[config.mk]
export PLATFORM = sky130hd
export DESIGN_NAME = ecc_apb_sequencer
export DESIGN_NICKNAME = d
export VERILOG_FILES = /design/src/rtl/ecc_apb_sequencer.sv
export SDC_FILE = /design/constraint.sdc
export NUM_CORES = 1
export LEC_CHECK = 0
export BUFFER_PORTS_ARGS = -buffer_cell sky130_fd_sc_hd__buf_4
export CORE_UTILIZATION = 54
export CTS_BUF_LIST = sky130_fd_sc_hd__clkbuf_8
export DETAILED_ROUTE_END_ITERATION = 8
export GPL_TIMING_DRIVEN = 0
export PLACE_DENSITY = 0.82
export SYNTH_ARGS = -nofsm -noshare
export SYNTH_HDL_FRONTEND = slang
export SYNTH_SLANG_ARGS = --single-unit
[constraint.sdc]
create_clock -name clk -period 3.03 [get_ports clk]
set_input_delay 0.303 -clock clk [delete_from_list [all_inputs] [get_ports clk]]
set_output_delay 0.303 -clock clk [all_outputs]
set_load 0.02 [all_outputs]
[src/rtl/ecc_apb_sequencer.sv]
// Purpose: APB master that turns one ECC command into the DATA_IN/CODEWORD_WIDTH/NOISE/CTRL write sequence, then waits for operation_done and returns the result.
// Latency: first SETUP one cycle after accept, two cycles per write, response the cycle after done/timeout/illegal; all outputs registered.
// Backpressure: cmd_ready only in IDLE; response held stable in RESP until rsp_ready. Optional macro ECC_SEQ_SKIP_WIDTH_EN skips repeated CODEWORD_WIDTH writes.
module ecc_apb_sequencer #(
    parameter int AMBA_WORD       = 32,
    parameter int AMBA_ADDR_WIDTH = 20,
    parameter int DATA_WIDTH      = 8,
    parameter int TIMEOUT_CYCLES  = 15
) (
    input  logic                       clk,
    input  logic                       arstn,
    input  logic                       cmd_valid,
    output logic                       cmd_ready,
    input  logic [1:0]                 cmd_ctrl,
    input  logic [AMBA_WORD-1:0]       cmd_data,
    input  logic [1:0]                 cmd_width,
    input  logic [AMBA_WORD-1:0]       cmd_noise,
    output logic [AMBA_ADDR_WIDTH-1:0] PADDR,
    output logic                       PSEL,
    output logic                       PENABLE,
    output logic                       PWRITE,
    output logic [AMBA_WORD-1:0]       PWDATA,
    input  logic                       operation_done,
    input  logic [DATA_WIDTH-1:0]      data_out,
    input  logic [1:0]                 num_of_errors,
    output logic                       rsp_valid,
    input  logic                       rsp_ready,
    output logic [DATA_WIDTH-1:0]      rsp_data,
    output logic [1:0]                 rsp_errors,
    output logic [1:0]                 rsp_status
);

    localparam int CW = $clog2(TIMEOUT_CYCLES + 1);
    localparam logic [CW-1:0] TO_LIM = CW'(TIMEOUT_CYCLES);

    localparam logic [1:0] CTRL_FULL    = 2'b10;
    localparam logic [1:0] CTRL_ILLEGAL = 2'b11;
    localparam logic [1:0] ST_OK        = 2'b00;
    localparam logic [1:0] ST_TIMEOUT   = 2'b01;
    localparam logic [1:0] ST_ILLEGAL   = 2'b10;

    typedef enum logic [2:0] {S_IDLE, S_SETUP, S_ACCESS, S_WAIT, S_RESP} state_t;
    typedef enum logic [1:0] {SEL_DATA, SEL_WIDTH, SEL_NOISE, SEL_CTRL} sel_t;

    state_t                 state_q, state_d;
    sel_t                   sel_q, sel_d;
    logic [CW-1:0]          cnt_q, cnt_d, cnt_inc;
    logic [1:0]             ctrl_q, width_q;
    logic [AMBA_WORD-1:0]   data_q, noise_q;
    logic                   skip_q, skip_now, accept;
    logic                   cap_en;
    logic [DATA_WIDTH-1:0]  cap_data;
    logic [1:0]             cap_err, cap_status;
    logic                   cmd_ready_d, rsp_valid_d, psel_d, penable_d;
    logic [AMBA_ADDR_WIDTH-1:0] paddr_d;
    logic [AMBA_WORD-1:0]   pwdata_d;

    // Write order: DATA_IN, CODEWORD_WIDTH (unless skipped), NOISE (full channel only), CTRL.
    function automatic sel_t next_sel(input sel_t cur, input logic full, input logic skip);
        case (cur)
            SEL_DATA:  next_sel = skip ? (full ? SEL_NOISE : SEL_CTRL) : SEL_WIDTH;
            SEL_WIDTH: next_sel = full ? SEL_NOISE : SEL_CTRL;
            default:   next_sel = SEL_CTRL;
        endcase
    endfunction

    function automatic logic [AMBA_ADDR_WIDTH-1:0] reg_addr(input sel_t sel);
        case (sel)
            SEL_DATA:  reg_addr = AMBA_ADDR_WIDTH'(8'h04);
            SEL_WIDTH: reg_addr = AMBA_ADDR_WIDTH'(8'h08);
            SEL_NOISE: reg_addr = AMBA_ADDR_WIDTH'(8'h0C);
            default:   reg_addr = AMBA_ADDR_WIDTH'(8'h00);
        endcase
    endfunction

    assign accept  = cmd_valid && cmd_ready;
    assign cnt_inc = cnt_q + CW'(1);

`ifdef ECC_SEQ_SKIP_WIDTH_EN
    logic       shadow_vld;
    logic [1:0] shadow_w;

    assign skip_now = shadow_vld && (cmd_width == shadow_w);

    // Track the width most recently sent to the ECC block; illegal commands invalidate it.
    always_ff @(posedge clk or negedge arstn) begin
        if (!arstn) begin
            shadow_vld <= 1'b0;
            shadow_w   <= 2'b00;
        end else if (accept) begin
            if (cmd_ctrl == CTRL_ILLEGAL) begin
                shadow_vld <= 1'b0;
            end else begin
                shadow_vld <= 1'b1;
                shadow_w   <= cmd_width;
            end
        end
    end
`else
    assign skip_now = 1'b0;
`endif

    // State register.
    always_ff @(posedge clk or negedge arstn) begin
        if (!arstn) begin
            state_q <= S_IDLE;
            sel_q   <= SEL_DATA;
            cnt_q   <= '0;
        end else begin
            state_q <= state_d;
            sel_q   <= sel_d;
            cnt_q   <= cnt_d;
        end
    end

    // Latch the command fields on accept so the write list is independent of later cmd_* activity.
    always_ff @(posedge clk or negedge arstn) begin
        if (!arstn) begin
            ctrl_q  <= 2'b00;
            width_q <= 2'b00;
            data_q  <= '0;
            noise_q <= '0;
            skip_q  <= 1'b0;
        end else if (accept) begin
            ctrl_q  <= cmd_ctrl;
            width_q <= cmd_width;
            data_q  <= cmd_data;
            noise_q <= cmd_noise;
            skip_q  <= skip_now;
        end
    end

    // Next-state logic; done wins over a coinciding timeout.
    always_comb begin
        state_d    = state_q;
        sel_d      = sel_q;
        cnt_d      = cnt_q;
        cap_en     = 1'b0;
        cap_status = ST_OK;
        cap_data   = '0;
        cap_err    = 2'b00;
        case (state_q)
            S_IDLE: begin
                if (accept) begin
                    if (cmd_ctrl == CTRL_ILLEGAL) begin
                        state_d    = S_RESP;
                        cap_en     = 1'b1;
                        cap_status = ST_ILLEGAL;
                    end else begin
                        state_d = S_SETUP;
                        sel_d   = SEL_DATA;
                        cnt_d   = '0;
                    end
                end
            end
            S_SETUP: state_d = S_ACCESS;
            S_ACCESS: begin
                if (sel_q == SEL_CTRL) begin
                    if (operation_done) begin
                        state_d  = S_RESP;
                        cap_en   = 1'b1;
                        cap_data = data_out;
                        cap_err  = num_of_errors;
                    end else begin
                        state_d = S_WAIT;
                    end
                end else begin
                    state_d = S_SETUP;
                    sel_d   = next_sel(sel_q, ctrl_q == CTRL_FULL, skip_q);
                end
            end
            S_WAIT: begin
                if (operation_done) begin
                    state_d  = S_RESP;
                    cap_en   = 1'b1;
                    cap_data = data_out;
                    cap_err  = num_of_errors;
                end else begin
                    cnt_d = cnt_inc;
                    if (cnt_inc == TO_LIM) begin
                        state_d    = S_RESP;
                        cap_en     = 1'b1;
                        cap_status = ST_TIMEOUT;
                    end
                end
            end
            S_RESP: if (rsp_ready) state_d = S_IDLE;
            default: state_d = S_IDLE;
        endcase
    end

    // Output decode from the next state so every output can be registered without adding latency.
    always_comb begin
        cmd_ready_d = (state_d == S_IDLE);
        rsp_valid_d = (state_d == S_RESP);
        psel_d      = (state_d == S_SETUP) || (state_d == S_ACCESS);
        penable_d   = (state_d == S_ACCESS);
        paddr_d     = '0;
        pwdata_d    = '0;
        if (psel_d) begin
            paddr_d = reg_addr(sel_d);
            case (sel_d)
                SEL_DATA:  pwdata_d = (state_q == S_IDLE) ? cmd_data : data_q;
                SEL_WIDTH: pwdata_d = AMBA_WORD'(width_q);
                SEL_NOISE: pwdata_d = noise_q;
                default:   pwdata_d = AMBA_WORD'(ctrl_q);
            endcase
        end
    end

    // Output registers; response fields only change when a new result is captured.
    always_ff @(posedge clk or negedge arstn) begin
        if (!arstn) begin
            cmd_ready  <= 1'b1;
            rsp_valid  <= 1'b0;
            PSEL       <= 1'b0;
            PENABLE    <= 1'b0;
            PWRITE     <= 1'b0;
            PADDR      <= '0;
            PWDATA     <= '0;
            rsp_data   <= '0;
            rsp_errors <= 2'b00;
            rsp_status <= 2'b00;
        end else begin
            cmd_ready <= cmd_ready_d;
            rsp_valid <= rsp_valid_d;
            PSEL      <= psel_d;
            PENABLE   <= penable_d;
            PWRITE    <= psel_d;
            PADDR     <= paddr_d;
            PWDATA    <= pwdata_d;
            if (cap_en) begin
                rsp_data   <= cap_data;
                rsp_errors <= cap_err;
                rsp_status <= cap_status;
            end
        end
    end

endmodule

==> results.json <==
{
  "remaining_drc_errors": 0,
  "setup_violations": 0,
  "cts_sinks": 127,
  "fin_skew_ns": 0.00799,
  "synth_area_per_cell_um2": 13.1,
  "dpl_cell_area_um2": 6860,
  "ys_seq_area_frac": 0.567,
  "fin_nets": 689,
  "hold_viol_final": 0,
  "ys.flop_type": "dfrtp_1",
  "worstPathMaxFanout": 10,
  "slowest_stage": "dfstp_2",
  "met2_usage": 0.412,
  "p_leak_nw": 3.55,
  "async_reset_ff_frac": 1.00,
  "utilization": 0.734,
  "post-route-cell-area_um2": 7280,
  "insertion_delay_ns": 0.43,
  "cts_tree": "yes",
  "grt_pass1_wl_um": 20500,
  "cpPeakStageDelay_ns": 0.55,
  "worstSetupPathType": "reg2reg",
  "reg2reg_depth": 10,
  "worstPathRequired_ns": 3.38,
  "h-tree-depth": 4,
  "synthCells": 429,
  "synth_edf_count": 0,
  "vias": 3942,
  "r2r_end": "PWDATA[27]",
  "vias_per_cell": 5.28,
  "syn-cell-area_um2": 5600,
  "maxCapViolCount": 0,
  "gp_congestion": 0.817,
  "end_kind": "register",
  "area_growth_pct": 29.8,
  "clk_pin_slew_worst_paths_ns": 0.08,
  "critPathMostFrequentCell": "clkbuf_1",
  "slew_violations": 0,
  "rrSetupSlack_ns": 0.19,
  "grt.busiest_layer": "met2",
  "ys_types": 44,
  "core_um2": 9910,
  "rr_startpoint": "cmd_ready",
  "die_area_um2": 10800,
  "chipHeight_um": 104,
  "startpoint": "cmd_ready",
  "cts_buffer_depth": 2,
  "start_kind": "register",
  "rsz0062_at_grt": "no",
  "io_buffers": 133,
  "n_fill_cell": 717,
  "dpl.hpwl_um": 8810,
  "drive_gt1_frac": 0.507,
  "grt_overflow": 0,
  "drtAntennaViolNets": 0,
  "arrival_ns": 3.19,
  "ys_seq_elements": 127,
  "grt_usage": 0.245,
  "grt.met1_usage": 0.304,
  "clockRootBuffer": "clkbuf_8",
  "ys_warn_count": 0,
  "tightest_slew_ns": 0.728,
  "post_drt_wl_per_cell_um": 16.7,
  "setup_slack_ns": 0.191,
  "antenna_found_initial": 0,
  "grt_pass1_vias": 4167,
  "endpoint": "PWDATA[27]",
  "grt_max_degree": 70,
  "numCtsBuffers": 17,
  "outcome": "finished clean",
  "io_pins": 152,
  "start_util": 0.566,
  "cellPowerDensity_nw_per_um2": 1100,
  "vdd_ir_drop_max_uv": 626,
  "cts_setup_buffers": 0,
  "holdCritPathClass": "in2reg",
  "place_ws_ns": 0.246,
  "relSlewSlack": 0.515,
  "multi_input_area_um2": 2170,
  "drtIter0Drc": 131,
  "rows": 36,
  "n_antenna_cell": 0,
  "fmax_ghz": 0.352,
  "grt_use_met3": 0.0771,
  "finalCritPeriodShare": 0.937,
  "setup_tns_ns": 0,
  "routed_wl_um": 12400,
  "die_w_um": 104,
  "regArea_um2": 3180,
  "crit_chain": "nand2_1 -> a21oi_1 -> o21ai_0 -> a32o_1 -> inv_1 -> ha_1 -> clkbuf_1 -> clkbuf_1 -> a22oi_1 -> nor2_1",
  "min_period_ns": 2.84,
  "dr.pass1.iters": 5
}
==> power by group <==
group          internal (W)  total (W)  switching, W
logic               0.00177    0.00369       0.00192
registers           0.00249    0.00289      0.000398
clock network      0.000775    0.00145      0.000679
==> state kept, by name (all words and copies together) (netlist names) <==
name,count
rsp_errors,2
rsp_valid,1
noise_q,32
cnt_q,4
PADDR,2
PWRITE,1
sel_q,2
PENABLE,1
width_q,2
state_q,3
cmd_ready,1
rsp_status,2
rsp_data,8
data_q,32
ctrl_q,2
PWDATA,32
==> timing repair <==
action,4_1_cts,5_1_grt
hold buffers,1,0
resized for setup,0,3
hold endpoints to repair,57,0
setup endpoints to repair,0,1
==> how the worst min path moves through the flow <==
stage / startpoint / end / slack [ns] / cells after the start
2_1_floorplan: arstn / PADDR[2] / 0.007 / 0
3_3_place_gp: data_q[2] / data_q[2] / 0.48 / 1
3_5_place_dp: arstn / rsp_status[0] / 0.31 / 1
4_1_cts: cmd_noise[20] / noise_q[20] / 0.07 / 2
5_1_grt: cmd_noise[22] / noise_q[22] / 0.07 / 2
6_report: cmd_noise[20] / noise_q[20] / 0.09 / 2
==> cell usage in the layout (no fill, tap or decap), types with 8 or more instances in the layout <==
cell / netlist / final
a22o_1: 12 / 12
nor2_1: 40 / 40
mux2_2: 101 / 101
nand2_1: 8 / 8
clkbuf_8: 0 / 19
dfrtp_1: 126 / 126
buf_2: 11 / 11
inv_1: 9 / 9
conb_1: 1 / 18
buf_4: 21 / 153
a22oi_1: 30 / 30
==> synthesized netlist by cell type, types with 5 or more instances <==
master | instances | area, um^2
a22oi_1 | 30 | 225
buf_4 | 21 | 158
buf_2 | 11 | 55.1
ha_1 | 6 | 75.1
nor2_1 | 40 | 150
mux2_2 | 101 | 1140
clkbuf_1 | 8 | 30.0
inv_1 | 9 | 33.8
dfrtp_1 | 126 | 3150
a22o_1 | 12 | 105
a21oi_1 | 5 | 25.0
nand2_1 | 8 | 30.0
==> through the flow <==
| stage | hold slack (ns) | power [W] | cells |
|---|---|---|---|
| floorplan | 0.00741 | 0.00536 | 446 |
| global placement | 0.483 | 0.00643 | 712 |
| detailed placement | 0.308 | 0.00659 | 713 |
| CTS | 0.0715 | 0.00808 | 746 |
| global route | 0.0692 | 0.00850 | 746 |
| finish | 0.0949 | 0.00803 | 746 |
==> cell families (layout without fill, tap and decap cells) <==
kind of cell / after synthesis / in the layout / synth area share
buf+inv: 55 / 222 / 0.0560
fa+ha+maj: 6 / 6 / 0.0134
other cells: 1 / 18 / 0.000669
simple gates: 70 / 70 / 0.0623
xor+xnor: 2 / 2 / 0.00313
mux: 101 / 101 / 0.203
flops: 127 / 127 / 0.567
compound gates: 67 / 67 / 0.0942
==> area by class of cell <==
cell class	count	area share
Timing Repair Buffer	135	0.143
Inverter	9	0.00464
Tap cell	133	0.0229
Multi-Input combinational cell	264	0.299
Clock buffer	19	0.0359
Buffer	46	0.0387
Sequential cell	127	0.437
Clock inverter	13	0.0191
==> per-layer routing <==
metal,share of wire,vias up
met4,0.011,0
met5,0,-
met1,0.42,1946
met3,0.066,13
li1,-,1844
met2,0.51,139
==> critical path: cells and delay by family, from the launching register on <==
kind | cells | cell delay [ns]
flip-flops | 1 | 0.55
adder cells (fa/ha/maj) | 1 | 0.14
AO/OA/AOI/OAI | 4 | 0.91
buffers and inverters | 3 | 0.81
AND/OR/NAND/NOR | 2 | 0.34
Note: power is estimated with default switching activity, not from simulation.
